### src/rtl/demo_sequencer.sv
// Frame-rate timeline scheduler: steps through scenes with fade-in, run and
// fade-out phases, and a request/acknowledge reconfiguration between scenes.
module demo_sequencer #(
  parameter int SCENES       = 4,
  parameter int SCENE_FRAMES = 1024,
  parameter int FADE_FRAMES  = 32,
  parameter int ACK_TIMEOUT  = 8
) (
  input  logic        clk,
  input  logic        rst,
  input  logic        frame_end,
  input  logic        halt,
  input  logic        reconf_ack,
  output logic [1:0]  scene,
  output logic [7:0]  fade,
  output logic [11:0] frames,
  output logic        reconf_req,
  output logic        ack_err
);

  typedef enum logic [2:0] {
    IDLE     = 3'd0,
    FADE_IN  = 3'd1,
    RUN      = 3'd2,
    FADE_OUT = 3'd3,
    RECONF   = 3'd4
  } state_t;

  localparam logic [8:0]  STEP       = 9'(256 / FADE_FRAMES);
  localparam logic [12:0] FADE_LAST  = 13'(FADE_FRAMES);
  localparam logic [12:0] SCENE_LAST = 13'(SCENE_FRAMES);
  localparam logic [12:0] ACK_LAST   = 13'(ACK_TIMEOUT);
  localparam logic [1:0]  SCENE_MAX  = 2'(SCENES - 1);

  state_t      state_q, state_d;
  logic [12:0] cnt_q, cnt_d;
  logic [1:0]  scene_q, scene_d;
  logic [7:0]  fade_q, fade_d;
  logic [11:0] frames_q, frames_d;
  logic        req_q, req_d;
  logic        err_q, err_d;

  logic        tick;
  logic [12:0] cnt_inc;
  logic [8:0]  fade_up;
  logic [8:0]  fade_dn;
  logic        fade_done;
  logic        run_done;
  logic        ack_timeout;
  logic        reconf_exit;

  // halt freezes the frame timeline but never the acknowledge path
  assign tick        = frame_end & ~halt;
  assign cnt_inc     = cnt_q + 13'd1;
  assign fade_up     = {1'b0, fade_q} + STEP;
  assign fade_dn     = {1'b0, fade_q} - STEP;
  assign fade_done   = tick && (cnt_inc == FADE_LAST);
  assign run_done    = tick && (cnt_inc == SCENE_LAST);
  assign ack_timeout = tick && (cnt_inc == ACK_LAST);
  assign reconf_exit = reconf_ack || ack_timeout;

  // NOTE: sequential state uses non-blocking assignments so every flop samples
  // the pre-edge values; the reset is asynchronous and needs no clock edge.
  always_ff @(posedge clk or posedge rst) begin
    if (rst) begin
      state_q  <= IDLE;
      cnt_q    <= '0;
      scene_q  <= '0;
      fade_q   <= '0;
      frames_q <= '0;
      req_q    <= 1'b0;
      err_q    <= 1'b0;
    end else begin
      state_q  <= state_d;
      cnt_q    <= cnt_d;
      scene_q  <= scene_d;
      fade_q   <= fade_d;
      frames_q <= frames_d;
      req_q    <= req_d;
      err_q    <= err_d;
    end
  end

  // NOTE: every combinational output gets a default first, so no path can
  // leave a value unassigned and infer a latch.
  always_comb begin
    state_d = state_q;
    unique case (state_q)
      IDLE:     if (tick)        state_d = FADE_IN;
      FADE_IN:  if (fade_done)   state_d = RUN;
      RUN:      if (run_done)    state_d = FADE_OUT;
      FADE_OUT: if (fade_done)   state_d = RECONF;
      RECONF:   if (reconf_exit) state_d = FADE_IN;
      default:                   state_d = IDLE;
    endcase
  end

  always_comb begin
    cnt_d    = cnt_q;
    scene_d  = scene_q;
    fade_d   = fade_q;
    frames_d = tick ? frames_q + 12'd1 : frames_q;
    req_d    = req_q;
    err_d    = err_q;
    unique case (state_q)
      IDLE: begin
        if (tick) begin
          fade_d = '0;
          cnt_d  = '0;
        end
      end
      FADE_IN: begin
        if (fade_done) begin
          fade_d = 8'hFF;
          cnt_d  = '0;
        end else if (tick) begin
          fade_d = fade_up[8] ? 8'hFF : fade_up[7:0];
          cnt_d  = cnt_inc;
        end
      end
      RUN: begin
        fade_d = 8'hFF;
        if (run_done) cnt_d = '0;
        else if (tick) cnt_d = cnt_inc;
      end
      FADE_OUT: begin
        if (fade_done) begin
          fade_d = '0;
          cnt_d  = '0;
          req_d  = 1'b1;
        end else if (tick) begin
          fade_d = fade_dn[8] ? 8'h00 : fade_dn[7:0];
          cnt_d  = cnt_inc;
        end
      end
      RECONF: begin
        if (reconf_exit) begin
          req_d   = 1'b0;
          cnt_d   = '0;
          scene_d = (scene_q == SCENE_MAX) ? 2'd0 : scene_q + 2'd1;
          // an ack in the timeout cycle takes precedence and leaves no error
          if (!reconf_ack) err_d = 1'b1;
        end else if (tick) begin
          cnt_d = cnt_inc;
        end
      end
      default: begin
        cnt_d = '0;
      end
    endcase
  end

  assign scene      = scene_q;
  assign fade       = fade_q;
  assign frames     = frames_q;
  assign reconf_req = req_q;
  assign ack_err    = err_q;

endmodule

### config.mk
export PLATFORM = sky130hd
export DESIGN_NAME = demo_sequencer
export DESIGN_NICKNAME = d
export VERILOG_FILES = /design/src/rtl/demo_sequencer.sv
export SDC_FILE = /design/constraint.sdc
export NUM_CORES = 1
export LEC_CHECK = 0
export CAP_MARGIN = 0
export CORE_MARGIN = 2
export CORE_UTILIZATION = 55
export DETAILED_ROUTE_END_ITERATION = 8
export DONT_BUFFER_PORTS = 1
export PLACE_DENSITY = 0.69
export SYNTH_ARGS = -nofsm -noshare
export SYNTH_HDL_FRONTEND = slang
export SYNTH_SLANG_ARGS = --single-unit
### constraint.sdc
create_clock -name clk -period 3.65 [get_ports clk]
set_clock_uncertainty 0.15 [all_clocks]
set_input_delay 0.1825 -clock clk [delete_from_list [all_inputs] [get_ports clk]]
set_output_delay 0.1825 -clock clk [all_outputs]
set_load 0.02 [all_outputs]
==> results_dict.tcl <==
set metrics [dict create \
    slew_headroom 0.263 \
    cp-start-kind "register" \
    synth.mux.area_fraction 0.0181 \
    synth_edf_count 0 \
    io_buffers 0 \
    dp_hpwl_um 3760 \
    yosys.area.top_type_share 0.392 \
    antenna_cells 0 \
    cpLargestDelayFamily "simple AND/OR/NAND/NOR gates" \
    ios 29 \
    hold_path.class "in -> reg" \
    leakage_nw 1.11 \
    placed_area_um2 2420 \
    maxCapViolCount 0 \
    ys_types 53 \
    syn-cell-area_um2 2420 \
    run_status "finished clean" \
    required_ps 3690 \
    tritoncts "built" \
    initial_core_util 0.565 \
    post_cts_buffers 0 \
    wl_um 5280 \
    drive_gt1_frac 0.0876 \
    r2r-start "cnt_q[0]" \
    synth_fa_ha_area_frac 0.0310 \
    vias 2026 \
    worst_ep_arrival_time_ps 3180 \
    areaGrowthSynthToFinish_pct 6.24 \
    yosysMostFrequentCell "dfrtp_1" \
    crit_type "reg -> reg" \
    ir_drop_mv 0.527 \
    yosys-top-cells-count "dfrtp_1 (38), nand2_1 (33), nor2_1 (22)" \
    min_period_ps 3140 \
    critPathCaptureType "register" \
    async_flop_share 1.00 \
    crit_buf_inv 0 \
    syn_area_per_cell_um2 8.72 \
    synthCells 278 \
    finalHoldViolations 0 \
    rsz0062_at_grt "no" \
    crit_path_max_fanout 17 \
    synth-xor-area-share 0.0578 \
    r2r-end "scene[0]" \
    vias_per_cell 6.21 \
    clk_pin_slew_ps 80 \
    track_usage 0.223 \
    synth_area_leaders "dfrtp_1 (39%), nand2_1 (5.1%), xnor2_1 (4.3%)" \
    yosys.area_share.simple 0.264 \
    grt_pass1_wl_um 8630 \
    first_pass_iters 4 \
    cts_max_level 2 \
    cts_root_buffer "clkbuf_8" \
    finalCritPeriodShare 0.861 \
    grt_max_degree 30 \
    insertion_delay_ps 300 \
    drcViolationCount 0 \
    gp_congestion 0.888 \
    rr_worst_depth 9 \
    antenna_found_initial 0 \
    clockBufferDepth 2 \
    die_w_um 70.4 \
    p_per_area_nw_per_um2 676 \
    holdPathEnd "state_q[2]" \
    grt_pass1_vias 1768 \
    die-area_um2 4960 \
    synth_top_family_by_area "simple AND/OR/NAND/NOR gates" \
    ys.flop_type "dfrtp_1" \
    finalSetupTns_ps 0 \
    synth_fp_nets 289 \
    regToRegSetupSlack_ps 510 \
    path_common_cell "nand2_2" \
    synth_seq_area_share 0.392 \
    design_area_um2 2580 \
    row_count 24 \
    tightestPinTransition_ps 1100 \
    grt_overflow 0 \
    wl_per_cell_um 16.2 \
    yosys.area.top_type "dfrtp_1" \
    setup_viol 0 \
    cts_made_buffers 5 \
    detail-route-antenna-nets 0 \
    critPathMaxStageDelay_ps 460 \
    critical_path.cell_chain "ha_1, and3_1, a2111oi_0, or3_1, nand2_2, o31ai_4, nand2_2, nor2_4, mux2_1" \
    yosys_register_bits 38 \
    min_from "reconf_ack" \
    synth-compound-area-share 0.184 \
    first_iter_violations 185 \
    final_nets 284 \
    fmax_mhz 318 \
    die_h_um 70.4 \
    cp_slowest_cell "dfrtp_1" \
    slew_viol_final 0 \
    yosys_warnings 0 \
    fp.coreArea_um2 4290 \
    cts.sinks 38 \
    hold_depth 3 \
]
-- what timing repair did --
item / in CTS / in global routing
resized for setup: 0 / 0
hold buffers: 2 / 0
hold endpoints to repair: 29 / 0
-- sequential cells by signal, indices dropped and copies added (netlist names) --
name and count:
ack_err 1, cnt_q 13, fade 6, frames 12, reconf_req 1, scene 2, state_q 3
-- layout make-up --
cell class | instances | area (um^2)
inverters | 11 | 41.3
flip-flops and latches | 38 | 951
multi-input cells | 213 | 1350
fillers | 391 | 1720
clock inverters | 3 | 68.8
well taps | 52 | 65.1
clock buffers | 5 | 68.8
repair buffers | 4 | 35.0
-- kinds of logic after synthesis --
group                    count (synthesis)
adder cells (fa/ha/maj)                  6
multiplexers                             4
flip-flops                              38
XOR/XNOR                                16
buffers and inverters                   27
AND/OR/NAND/NOR                        123
AO/OA/AOI/OAI                           64
-- worst min-delay path: cells and delay by family --
kind	cells	cell delay [ps]
simple gates	2	150
compound gates	1	100
-- routing by layer --
layer / wire [um] / track usage / share of wire / vias to the layer above
met2: 2450 / 0.339 / 0.46 / 61
met1: 2450 / 0.306 / 0.46 / 968
met4: 100 / 0.0897 / 0.019 / 0
li1: - / - / - / 990
met3: 281 / 0.0534 / 0.053 / 7
met5: 0 / 0 / 0 / -
-- where the power goes --
group | switching, mW | total, mW | internal [mW]
Combinational | 0.316 | 0.538 | 0.221
Sequential | 0.253 | 0.766 | 0.513
Clock | 0.164 | 0.438 | 0.274
Total | 0.733 | 1.74 | 1.01
-- worst max path at each step --
| stage | start | end | depth (start not counted) |
|---|---|---|---|
| 6_report | cnt_q[0] | scene[0] | 9 |
| 5_1_grt | cnt_q[0] | scene[0] | 9 |
| 4_1_cts | cnt_q[0] | scene[0] | 9 |
| 3_5_place_dp | cnt_q[0] | scene[1] | 9 |
| 3_3_place_gp | cnt_q[0] | scene[1] | 9 |
| 2_1_floorplan | cnt_q[0] | scene[0] | 10 |
-- placed cells by master, fill, tap and decap left out, types with 3 or more instances in the layout --
cell type,Yosys,layout
a31oi_1,8,8
dfrtp_1,38,38
nor2b_1,4,4
xor2_1,4,4
and3_1,7,7
inv_1,11,11
o21ai_1,4,4
nor4_1,3,3
or3_1,6,6
nand4_1,10,10
nor3_1,6,6
a21oi_1,12,12
a21o_1,4,4
nor2_1,22,22
and4_1,5,5
nand3_1,10,10
nand2b_1,6,6
o21ai_0,11,11
a311oi_1,3,3
nand2_1,33,33
o22ai_1,3,3
ha_1,6,6
a211oi_1,3,3
clkbuf_8,0,5
xnor2_1,12,12
-- per-stage QoR --
step           setup slack [ps]  hold slack, ps  utilization  std cells  total power, mW
2_1_floorplan               911             131            -        278             1.20
3_3_place_gp                663             152        0.563        316             1.29
3_5_place_dp                561             150        0.563        316             1.30
4_1_cts                     541            18.7        0.600        326             1.74
5_1_grt                     326            43.3        0.600        326             1.86
6_report                    509            36.7        0.600        326             1.74
Note: power is estimated with default switching activity, not from simulation.
